===== src/rtl/vx_bitmask_gen_if.sv =====
// Element-in / mask-out handshake bundle for vx_bitmask_gen.
// The slave modport is the decoder; the master modport is the producer/consumer side.
interface vx_bitmask_gen_if #(
    parameter int N    = 2,
    parameter int LOGN = $clog2(N)
);
    logic            valid_in;
    logic [LOGN-1:0] cnt_in;
    logic            zero_in;
    logic            last_in;
    logic            ready_in;
    logic            valid_out;
    logic [N-1:0]    data_out;
    logic [LOGN:0]   count_out;
    logic            dup_out;
    logic            ready_out;

    modport slave (
        input  valid_in, cnt_in, zero_in, last_in, ready_out,
        output ready_in, valid_out, data_out, count_out, dup_out
    );

    modport master (
        output valid_in, cnt_in, zero_in, last_in, ready_out,
        input  ready_in, valid_out, data_out, count_out, dup_out
    );
endinterface


===== src/rtl/vx_bitmask_gen.sv =====
// Sequential index-to-mask decoder: ORs decoded one-hot bits into a mask until a last element.
// Optional duplicate-bit detection is enabled by defining VX_BITMASK_GEN_DUP_CHECK_EN.
module vx_bitmask_gen #(
    parameter int N    = 2,
    parameter int MODE = 0,
    parameter int LOGN = $clog2(N)
) (
    input logic             clk,
    input logic             reset,
    vx_bitmask_gen_if.slave bus
);
    typedef enum logic {
        ACCUM = 1'b0,
        HOLD  = 1'b1
    } state_t;

    localparam logic [LOGN:0] COUNT_MAX = '1;

    state_t        state, state_next;
    logic [N-1:0]  mask;
    logic [LOGN:0] count;
    logic [N-1:0]  bit_vec;
    logic          accept;
    logic          release_grp;

    // Indices that map outside [0, N) match no lane and are dropped.
    always_comb begin
        bit_vec = '0;
        for (int i = 0; i < N; i++) begin
            if (!bus.zero_in && int'(bus.cnt_in) == ((MODE != 0) ? (N - 1 - i) : i))
                bit_vec[i] = 1'b1;
        end
    end

    // NOTE: sequential state uses non-blocking assignments so every register samples pre-edge values.
    always_ff @(posedge clk) begin
        if (reset) state <= ACCUM;
        else       state <= state_next;
    end

    // NOTE: every output of this block gets a default first, so no path can infer a latch.
    always_comb begin
        state_next    = state;
        bus.ready_in  = 1'b0;
        bus.valid_out = 1'b0;
        accept        = 1'b0;
        release_grp   = 1'b0;
        case (state)
            ACCUM: begin
                bus.ready_in = 1'b1;
                accept       = bus.valid_in;
                if (bus.valid_in && bus.last_in) state_next = HOLD;
            end
            HOLD: begin
                bus.valid_out = 1'b1;
                release_grp   = bus.ready_out;
                if (bus.ready_out) state_next = ACCUM;
            end
            default: state_next = ACCUM;
        endcase
    end

    // NOTE: reset is synchronous; clearing on reset or on release keeps partial groups from leaking.
    always_ff @(posedge clk) begin
        if (reset || release_grp) begin
            mask  <= '0;
            count <= '0;
        end else if (accept) begin
            mask <= mask | bit_vec;
            if (count != COUNT_MAX) count <= count + (LOGN+1)'(1);
        end
    end

    assign bus.data_out  = mask;
    assign bus.count_out = count;

`ifdef VX_BITMASK_GEN_DUP_CHECK_EN
    logic dup;

    // Sticky for the group; an empty bit_vec can never collide.
    always_ff @(posedge clk) begin
        if (reset || release_grp)             dup <= 1'b0;
        else if (accept && |(bit_vec & mask)) dup <= 1'b1;
    end

    assign bus.dup_out = dup;
`else
    assign bus.dup_out = 1'b0;
`endif

endmodule


===== src/flat_wrapper.sv =====
// flat-port wrapper written by rule: the top's interface ports become plain ports
module vx_bitmask_gen_flat 
#(
    parameter int N    = 2,
    parameter int MODE = 0,
    parameter int LOGN = $clog2(N)
)
  (clk, reset, bus_valid_in, bus_cnt_in, bus_zero_in, bus_last_in, bus_ready_out, bus_ready_in, bus_valid_out, bus_data_out, bus_count_out, bus_dup_out);
  vx_bitmask_gen_if #(.N(N), .LOGN(LOGN)) bus_i ();
  input logic clk;
  input logic reset;
  input wire logic [$bits(bus_i.valid_in)-1:0] bus_valid_in;
  input wire logic [$bits(bus_i.cnt_in)-1:0] bus_cnt_in;
  input wire logic [$bits(bus_i.zero_in)-1:0] bus_zero_in;
  input wire logic [$bits(bus_i.last_in)-1:0] bus_last_in;
  input wire logic [$bits(bus_i.ready_out)-1:0] bus_ready_out;
  output wire logic [$bits(bus_i.ready_in)-1:0] bus_ready_in;
  output wire logic [$bits(bus_i.valid_out)-1:0] bus_valid_out;
  output wire logic [$bits(bus_i.data_out)-1:0] bus_data_out;
  output wire logic [$bits(bus_i.count_out)-1:0] bus_count_out;
  output wire logic [$bits(bus_i.dup_out)-1:0] bus_dup_out;
  assign bus_i.valid_in = bus_valid_in;
  assign bus_i.cnt_in = bus_cnt_in;
  assign bus_i.zero_in = bus_zero_in;
  assign bus_i.last_in = bus_last_in;
  assign bus_i.ready_out = bus_ready_out;
  assign bus_ready_in = bus_i.ready_in;
  assign bus_valid_out = bus_i.valid_out;
  assign bus_data_out = bus_i.data_out;
  assign bus_count_out = bus_i.count_out;
  assign bus_dup_out = bus_i.dup_out;
  vx_bitmask_gen #(.N(N), .MODE(MODE), .LOGN(LOGN)) u_core (.clk(clk), .reset(reset), .bus(bus_i));
endmodule

===== config.mk =====
export PLATFORM = sky130hd
export DESIGN_NAME = vx_bitmask_gen_flat
export DESIGN_NICKNAME = d
export VERILOG_FILES = /design/src/rtl/vx_bitmask_gen_if.sv /design/src/rtl/vx_bitmask_gen.sv /design/src/flat_wrapper.sv
export SDC_FILE = /design/constraint.sdc
export NUM_CORES = 1
export LEC_CHECK = 0
export BUFFER_PORTS_ARGS = -buffer_cell sky130_fd_sc_hd__clkbuf_2
export CORE_AREA = 5 5 42 44
export CTS_BUF_LIST = sky130_fd_sc_hd__clkbuf_8 sky130_fd_sc_hd__clkbuf_16
export DETAILED_ROUTE_END_ITERATION = 16
export DIE_AREA = 0 0 47 49
export PLACE_DENSITY_LB_ADDON = 0.3
export SYNTH_ARGS = -nofsm -noshare
export SYNTH_HDL_FRONTEND = slang
export SYNTH_SLANG_ARGS = --single-unit

===== constraint.sdc =====
create_clock -name clk -period 1.8 [get_ports clk]
set_input_delay 0.36 -clock clk [delete_from_list [all_inputs] [get_ports clk]]
set_output_delay 0.36 -clock clk [all_outputs]
set_load 0.005 [all_outputs]

==> run summary, run 1 <==
Post-Syn Nets: 31
Max Cap Viol: 0
CP Max Fanout: 6
Commonest cells after routing, fill and taps aside: clkbuf_2 (12), nor2_1 (5), dfxtp_1 (5)
GPL Wtd Cong: 0.5589
P_sw: 0.07862 mW
Detailed Routing Iterations Pass 1: 1
Clock slew at reported path FFs: 40 ps
Sw Share: 0.2132
Largest net degree at the start of global routing: 7
Final WL: 465 um
HP Class: in2reg
CP startpoint: u_core.state$_SDFF_PP0_
Grt ovf: 0
CP Class: reg2out
Post-Syn Area: 212.7 sq um
Area Overhead vs Synth: 55.29%
Mux cell area share after synthesis: 0.04706
Total Routing Usage GR: 0.04933
R2R depth: 4
WL/cell: 8.611 um
Final nets: 47
Initial Util: 0.1518
Final ANT Viol Nets: 0
Post-Synth XOR/XNOR Area: 0.04118
CTS tree: yes
Finished Core Util: 0.2357
Simple logic cell fraction of the synthesized area: 0.1824
Arrival @ worst endpoint: 800 ps
Setup Viol. Count Final: 0
DR vias: 193
DRC errors left: 0
Post-cts sizing count: 0
Die Span Y: 49 um
Reg2reg setup slack: 670 ps
PwrDens: 1116 mW/mm^2
Unrepaired setup endpoints after global routing: no
TritonCTS Sinks: 5
Initial antenna violation count: 0
Setup_tns: 0 ps
Period utilisation layout: 0.6447
Port Buffers: 12
DR WL met3: 93 um
Post-CTS Hold Buffers: 0
Worst IR Drop VDD: 0.0004391 V
DIE AREA: 0.002303 sq mm
Row cnt: 14
Status: complete, no violations
Clock latency on the worst-skew pair: 220 ps
Synthesized flop and latch total: 5
Sequential-to-total area share from yosys stat: 0.4706
Met1 Routed Length: 215 um
Drt first-iter violations: 0
Cells after Synth: 23
CTS Buf Count: 3
Core area: 0.001401 sq mm
Layout cells sized above 1: 0.4474
Vias/cell: 3.574
Reg2reg end: u_core.bus.count_out[1]$_SDFFE_PP0P_
Syn avg cell area: 9.248 sq um
Post-CTS Setup Repair Bufs: 0
Maximum clock frequency: 861.8 MHz
Slew Viols, Final: 0
Crit path capture: bus_ready_in
CTS root buf: clkbuf_8
Commonest non-fill, non-tap cell in the layout: clkbuf_2
Clock H-tree levels: 1
Proportion of power drawn by the clock network: 0.537
Complex-gate fraction of the synthesized area: 0.1118
Critical path capture point type: output port
DR top layer: met4
Library cells used by synthesis: 12
Top-Level Pins: 14
Vias in the first global route: 194
Largest family of logic cells by synthesized area: simple AND/OR/NAND/NOR gates
Adder-cell area share of the yosys netlist: 0.05882
Sequential power share: 0.346
Worst Skew: 1.262 ps
Worst r2r src: u_core.bus.count_out[0]$_SDFFE_PP0P_
Fin crit period: 1160 ps
Syn. warnings: 0
Die Span X: 47 um
Startpoint types: flop
Comb pwr share: 0.117
First-pass GRT wire length: 752 um
Hold Violations, Final: 0
ANT cells: 0
Cell internal pwr: 0.2901 mW
Static leakage: 0.1717 nW
Worst EP required: 1440 ps
Max clock buf depth: 2
Met2 wire len: 150 um
## critical path: stages, from the launching register on
cell and delay [ps]:
dfxtp_1 420, inv_1 60, clkbuf_2 110
## power groups by stage
stage	Sequential, mW	Clock, mW	Combinational [mW]
global placement	0.130	0	0.0438
floorplan	0.130	0	0.0242
detailed placement	0.129	0	0.0435
global route	0.129	0.215	0.0503
CTS	0.128	0.204	0.0441
finish	0.127	0.198	0.0432
## registers in the layout (all words and copies together) (netlist names)
signal,cells
u_core.bus.data_out,2
u_core.bus.count_out,2
u_core.state,1
## final cells by class
| class | count | area (sq um) |
|---|---|---|
| Tap cell | 16 | 20.02 |
| Multi-Input combinational cell | 15 | 97.59 |
| Inverter | 2 | 7.507 |
| Timing Repair Buffer | 12 | 60.06 |
| Sequential cell | 5 | 100.1 |
| Fill cell | 162 | 1071 |
| Clock buffer | 3 | 41.29 |
| Clock inverter | 1 | 3.754 |
## synth_stat cells
master / instances / area, sq um
a21o_2: 1 / 8.760
conb_1: 1 / 3.750
ha_1: 1 / 12.51
nor3b_2: 1 / 12.51
buf_4: 1 / 7.510
nor3b_1: 1 / 7.510
nor2_1: 5 / 18.77
dfxtp_1: 5 / 100.1
xnor2_1: 1 / 8.760
inv_1: 2 / 7.510
a21oi_1: 3 / 15.01
mux2i_1: 1 / 10.01
## stage by stage
stage               total power [mW]  instance area (sq um)  setup slack [ps]  cells  hold WS (ps)
floorplan                     0.1539                  212.7             702.4     23         460.4
global placement              0.1734                  285.3             654.4     50         464.8
detailed placement            0.1729                  285.3             666.0     50         456.7
CTS                           0.3755                  330.3             624.4     54         396.6
global route                  0.3941                  330.3             558.0     54         435.7
finish                        0.3687                  330.3             639.6     54         395.7
## worst min path at each step
stage,from,end,slack [ps],depth (start not counted)
finish,bus_last_in,u_core.state$_SDFF_PP0_,400,3
global route,bus_cnt_in,u_core.bus.data_out[1]$_SDFFE_PP0P_,440,3
CTS,bus_cnt_in,u_core.bus.data_out[1]$_SDFFE_PP0P_,400,3
detailed placement,u_core.bus.data_out[1]$_SDFFE_PP0P_,u_core.bus.data_out[1]$_SDFFE_PP0P_,460,2
global placement,u_core.bus.data_out[1]$_SDFFE_PP0P_,u_core.bus.data_out[1]$_SDFFE_PP0P_,460,2
floorplan,u_core.bus.data_out[0]$_SDFFE_PP0P_,u_core.bus.data_out[0]$_SDFFE_PP0P_,460,2
## per-layer routing
layer,global-route usage,vias to the layer above
li1,-,103
met4,0.02765,0
met3,0.06273,2
met2,0.04977,13
met5,0,-
met1,0.05507,75
## logic make-up (layout without fill, tap and decap cells)
logic type,Yosys count,count (layout)
buffers and inverters,3,18
XOR/XNOR,1,1
adder cells (fa/ha/maj),1,1
AND/OR/NAND/NOR,7,7
multiplexers,1,1
flip-flops,5,5
AO/OA/AOI/OAI,4,4
other,1,1
Note: power is estimated with default switching activity, not from simulation.
==> run 2, diff against run 1 <==
Settings changed: ABC_AREA set to 1.
Clock period 1.8 ns to 1.1 ns, I/O delays scaled along.
==> run 2 against run 1 <==
  * Non-clock buffer count stayed put
  * Die area stayed put
  * Setup slack worse by 580 ps
  * Synthesized cell count is 57% higher
  * First-iteration DRC count stayed put
  * Clock skew is 0.56 ps lower
  * Count of clock-buffer cells in the layout stayed put
  * Critical endpoint unchanged
  * Via count is 32% higher
  * Combinational power is 100% higher
  * Core utilization is 3.0 points higher
  * Highest routed layer unchanged
  * Sequential share of layout area is 3.5 points lower
==> run summary, run 2 <==
Status: complete, no violations
CTS tree: yes
Grt ovf: 0 (unchanged)
Port Buffers: 12 (unchanged)
CP startpoint: u_core.state$_SDFF_PP0_
Post-CTS Hold Buffers: 0 (unchanged)
Synthesized flop and latch total: 5 (unchanged)
DIE AREA: 0.002303 sq mm (unchanged)
Post-Syn Nets: 44 (+42%)
Layout cells sized above 1: 0.4314 (-0.01600)
PwrDens: 1662 mW/mm^2 (+49%)
Setup Viol. Count Final: 0 (unchanged)
Largest net degree at the start of global routing: 6 (-1)
Commonest non-fill, non-tap cell in the layout: clkbuf_2
Worst Skew: 0.7062 ps (-0.5560 ps)
Max clock buf depth: 2 (unchanged)
Clock latency on the worst-skew pair: 220 ps (about the same)
Sequential-to-total area share from yosys stat: 0.3922 (-0.07843)
Post-CTS Setup Repair Bufs: 0 (unchanged)
Initial Util: 0.1821 (+0.03036)
Reg2reg end: u_core.bus.count_out[1]$_SDFFE_PP0P_
Worst EP required: 880 ps (-560 ps)
Area Overhead vs Synth: 46.08%
Drt first-iter violations: 0 (unchanged)
FFs w/ async S/R, synth: 0 (unchanged)
Post-cts sizing count: 0 (unchanged)
Period utilisation layout: 0.9483
Top-Level Pins: 14 (unchanged)
EDFF count, synth: 0 (unchanged)
Commonest cells after routing, fill and taps aside: clkbuf_2 (12), inv_1 (8), nor2_1 (6)
R2R depth: 5 (+1)
ANT cells: 0 (unchanged)
Fin crit period: 1043 ps
Slowest cell on crit path: dfxtp_1
HP Class: in2reg
Setup WS post-layout: 56.88 ps (-582.7 ps)
Library cells used by synthesis: 13 (+1)
Top cells by area, synth: dfxtp_1 (39%), inv_1 (10%), nor2_1 (8.8%), nand2_1 (7.4%), a21oi_2 (6.9%)
Static leakage: 0.2039 nW (+19%)
DRC errors left: 0 (unchanged)
Post-Syn Area: 255.2 sq um (+20%)
Final ANT Viol Nets: 0 (unchanged)
Vias/cell: 3.806 (+6.5%)
Slew Viols, Final: 0 (unchanged)
Clock H-tree levels: 1 (unchanged)
CP Max Fanout: 5 (-1)
First-pass GRT wire length: 966 um (+28%)
Synth top cells by count: inv_1 (7), nor2_1 (6), dfxtp_1 (5), nand2_1 (5)
Slowest stage delay, CP: 410 ps (about the same)
GPL Wtd Cong: 0.6195 (+11%)
Reg2reg setup slack: 130 ps (-540 ps)
Top cell type's share of synthesized area: 0.3922 (-0.07843)
CTS Buf Count: 3 (unchanged)
Final WL: 560 um (+20%)
Total Routing Usage GR: 0.06470 (+0.01537)
Max Cap Viol: 0 (unchanged)
Die Span Y: 49 um (unchanged)
Top_reg_cell synth: dfxtp_1
Detailed Routing Iterations Pass 1: 1 (unchanged)
Startpoint types: flop
Syn avg cell area: 7.090 sq um (-23%)
Vias in the first global route: 250 (+29%)
WL/cell: 8.358 um (-2.9%)
Crit-path cells: inv_2 > clkbuf_2
Arrival @ worst endpoint: 820 ps (+20 ps)
Critical path capture point type: output port
Cells after Synth: 36 (+57%)
Synth area leader: dfxtp_1
Post-DP HPWL: 498.6 um
Setup_tns: 0 ps (unchanged)
Syn. warnings: 0 (unchanged)
Core area: 0.001401 sq mm (unchanged)
CP Class: reg2out
Worst IR Drop VDD: 0.0004792 V (+9.1%)
Hold Violations, Final: 0 (unchanged)
Unrepaired setup endpoints after global routing: no
CTS root buf: clkbuf_8
DR vias: 255 (+32%)
Most common cell in the netlist: inv_1
TritonCTS Sinks: 5 (unchanged)
Worst r2r src: u_core.bus.count_out[0]$_SDFFE_PP0P_
Pre-CTS setup slack: 124.7 ps (-541.3 ps)
Maximum clock frequency: 958.7 MHz
Initial antenna violation count: 0 (unchanged)
Post-layout power: 0.6196 mW (+68%)
Final nets: 60 (+28%)
Die Span X: 47 um (unchanged)
Clock slew at reported path FFs: 30 ps (about the same)
Row cnt: 14 (unchanged)
Crit path capture: bus_ready_in
Hold slack: 256.9 ps (-138.8 ps)
==> run 2: cell types whose count changed after synthesis, sizes merged <==
cell,delta
nand4,+1
xnor2,-1
inv,+7
a21oi,+1
nor3b,-2
a21o,-1
mux2i,-1
nand3,+1
nor2,+3
nand2,+5
==> run 2: critical path: cells and delay by family, from the launching register on <==
family | cells | cell delay [ps]
flip-flops | 1 | 410
buffers and inverters | 2 | 190
==> run 2: worst min path at each step <==
stage                                        startpoint                              endpoint  slack [ps]  cells past startpoint
floorplan                                   bus_last_in               u_core.state$_SDFF_PP0_         380                      2
global route                                      reset  u_core.bus.count_out[0]$_SDFFE_PP0P_         290                      4
CTS                                         bus_last_in               u_core.state$_SDFF_PP0_         270                      3
detailed placement  u_core.bus.data_out[1]$_SDFFE_PP0P_   u_core.bus.data_out[1]$_SDFFE_PP0P_         460                      2
global placement    u_core.bus.data_out[1]$_SDFFE_PP0P_   u_core.bus.data_out[1]$_SDFFE_PP0P_         450                      2
finish                                      bus_last_in               u_core.state$_SDFF_PP0_         260                      3
==> run 2: area by class of cell <==
class,count,area (sq um)
clock buffers,3,41.29
clock inverters,1,3.754
fillers,170,1028
inverters,9,33.78
multi-input cells,21,113.9
flip-flops and latches,5,100.1
well taps,16,20.02
repair buffers,12,60.06
==> run 2: cell families (layout without fill, tap and decap cells) <==
kind of cell | count (synthesis) | after routing | share of synthesized area
buffers and inverters | 10 | 25 | 0.1618
other | 1 | 1 | 0.01469
AND/OR/NAND/NOR | 15 | 15 | 0.2745
adder cells (fa/ha/maj) | 1 | 1 | 0.04901
flip-flops | 5 | 5 | 0.3922
AO/OA/AOI/OAI | 4 | 4 | 0.1079
==> run 2: power by group <==
group          total, mW  switching, mW  internal, mW
combinational     0.0867         0.0465        0.0402
clock              0.324         0.0849         0.239
sequential         0.209         0.0124         0.197
total              0.620          0.144         0.476
==> run 2: stage by stage <==
stage	util	instances	cell area, sq um
after global routing	0.2661	67	372.9
final	0.2661	67	372.9
after CTS	0.2661	67	372.9
after detailed placement	0.2339	63	327.8
after global placement	0.2339	63	327.8
after floorplan	-	36	255.2
==> run 2: per-layer routing <==
metal	part of all wire	up-vias	wire, um	global-route usage
met5	0	-	0	0
met2	0.57	6	320	0.09050
met1	0.33	111	184	0.05252
met4	0.034	0	19	0.08295
met3	0.064	3	36	0.03690
li1	-	135	-	-
==> run 3, diff against run 2 <==
Settings changed: BUFFER_PORTS_ARGS -buffer_cell sky130_fd_sc_hd__clkbuf_2 to -buffer_cell sky130_fd_sc_hd__buf_4.
Clock period 1.1 ns to 1.2 ns, I/O delays scaled along.
==> run 3 against run 2 <==
  * Non-clock buffer count did not move
  * Clock skew barely moved
  * Critical path type unchanged
  * Largest power group unchanged
  * Core utilization rose by 2.1 points
  * Via count fell by 6.3%
  * Die area did not move
  * Routed wire length rose by 0.36%
  * Critical path depth did not move
  * Cell area rose by 8.1%
==> run summary, run 3 (synthesized netlist as in run 2, its figures left out) <==
Post-cts sizing count: 0 (unchanged)
Startpoint types: flop
DRC errors left: 0 (unchanged)
Slew Viols, Final: 0 (unchanged)
Area Overhead vs Synth: 57.84%
Final WL: 562 um (+0.36%)
Setup_tns: 0 ps (unchanged)
Top-Level Pins: 14 (unchanged)
Setup WS post-layout: 107.0 ps (+50.16 ps)
Unrepaired setup endpoints after global routing: no
Detailed Routing Iterations Pass 1: 1 (unchanged)
Pre-CTS setup slack: 213.5 ps (+88.79 ps)
CP Max Fanout: 5 (unchanged)
Hold Violations, Final: 0 (unchanged)
Non-filler cells, final: 67 (unchanged)
DR vias: 239 (-6.3%)
Row cnt: 14 (unchanged)
P_sw: 0.1306 mW (-9.2%)
Status: complete, no violations
Period utilisation layout: 0.9108
Total Routing Usage GR: 0.06620 (+0.001500)
Fin crit period: 1093 ps
WL/cell: 8.388 um (+0.36%)
Final nets: 60 (unchanged)
Drt first-iter violations: 0 (unchanged)
Worst IR Drop VDD: 0.0004313 V (-10%)
Fill count: 169 (-0.59%)
Hold Path Origin: bus_last_in
CTS Buf Count: 3 (unchanged)
Die Span X: 47 um (unchanged)
Placed cells: 63 (unchanged)
Post-CTS Hold Buffers: 0 (unchanged)
Clock slew at reported path FFs: 30 ps (about the same)
Initial Util: 0.1821 (unchanged)
Static leakage: 0.2122 nW (+4.1%)
TritonCTS Sinks: 5 (unchanged)
Commonest non-fill, non-tap cell in the layout: buf_4
Sw Share: 0.2255 (-0.006791)
Grt ovf: 0 (unchanged)
Setup Viol. Count Final: 0 (unchanged)
Arrival @ worst endpoint: 850 ps (+30 ps)
Post-DP HPWL: 465.5 um (-6.6%)
Vias/cell: 3.567 (-6.3%)
Cell internal pwr: 0.4486 mW (-5.7%)
CP startpoint: u_core.state$_SDFF_PP0_
Layout cells sized above 1: 0.4314 (unchanged)
Post-CTS Setup Repair Bufs: 0 (unchanged)
CP Class: reg2out
Worst Skew: 0.7589 ps (+0.05272 ps)
Commonest cells after routing, fill and taps aside: buf_4 (12), inv_1 (8), nor2_1 (6)
HP Class: in2reg
ANT cells: 0 (unchanged)
First-pass GRT wire length: 993 um (+2.8%)
Proportion of power drawn by the clock network: 0.510 (-0.012)
Comb pwr share: 0.158 (+0.018)
Maximum clock frequency: 914.9 MHz
R2R depth: 5 (unchanged)
Worst EP required: 960 ps (+80 ps)
Die Span Y: 49 um (unchanged)
Final ANT Viol Nets: 0 (unchanged)
Sequential power share: 0.332 (-0.006)
CTS root buf: clkbuf_8
Largest net degree at the start of global routing: 6 (unchanged)
GPL Wtd Cong: 0.6408 (+3.4%)
Clock H-tree levels: 1 (unchanged)
Initial antenna violation count: 0 (unchanged)
Port Buffers: 12 (unchanged)
PwrDens: 1438 mW/mm^2 (-13%)
CTS tree: yes
Clock latency on the worst-skew pair: 220 ps (about the same)
Vias in the first global route: 256 (+2.4%)
Worst r2r src: u_core.bus.count_out[0]$_SDFFE_PP0P_
Max Cap Viol: 0 (unchanged)
Hold Crit Depth: 3 (unchanged)
Critical path capture point type: output port
Core area: 0.001401 sq mm (unchanged)
Hold slack: 273.6 ps (+16.66 ps)
DIE AREA: 0.002303 sq mm (unchanged)
Max clock buf depth: 2 (unchanged)
run 3: changes by cell type in the layout (fill, tap and decap cells not counted):
cell | before | now
buf_4 | 0 | 12
clkbuf_2 | 12 | 0
run 3: final cells by class:
type | count | area, sq um | area share
clock buffer | 3 | 41.29 | 0.1025
clock inverter | 1 | 3.754 | 0.009317
sequential | 5 | 100.1 | 0.2484
multi-input combinational | 21 | 113.9 | 0.2826
timing repair buffer | 12 | 90.09 | 0.2236
inverter | 9 | 33.78 | 0.08385
tap | 16 | 20.02 | 0.04969
run 3: worst max-delay path, cell delays in order (launching register included):
cell	delay (ps)
dfxtp_1	430
inv_2	70
buf_4	140
run 3: power groups by stage:
stage | Sequential (mW) | Clock (mW) | Combinational [mW]
2_1_floorplan | 0.195 | 0 | 0.0469
3_3_place_gp | 0.195 | 0 | 0.0916
3_5_place_dp | 0.195 | 0 | 0.0934
4_1_cts | 0.192 | 0.304 | 0.0937
5_1_grt | 0.194 | 0.325 | 0.107
6_report | 0.192 | 0.295 | 0.0918
run 3: final timing paths:
check	to	slack (ps)
setup / recovery	bus_ready_in	110
hold / removal	u_core.state$_SDFF_PP0_	270
setup reg to reg	u_core.bus.count_out[1]$_SDFFE_PP0P_	220
hold reg to reg	u_core.bus.data_out[1]$_SDFFE_PP0P_	460
run 3: metrics by stage:
stage	power (mW)	utilization	area (sq um)
4_1_cts	0.5902	0.2875	402.9
2_1_floorplan	0.2415	-	255.2
3_5_place_dp	0.2883	0.2554	357.8
3_3_place_gp	0.2864	0.2554	357.8
6_report	0.5792	0.2875	402.9
5_1_grt	0.6260	0.2875	402.9
run 3: routing by layer:
metal | share of wire | GRT usage | vias to the layer above
met4 | 0 | 0.08295 | 0
li1 | - | - | 134
met5 | 0 | 0 | -
met1 | 0.39 | 0.05934 | 102
met3 | 0.055 | 0.03690 | 0
met2 | 0.56 | 0.08824 | 3
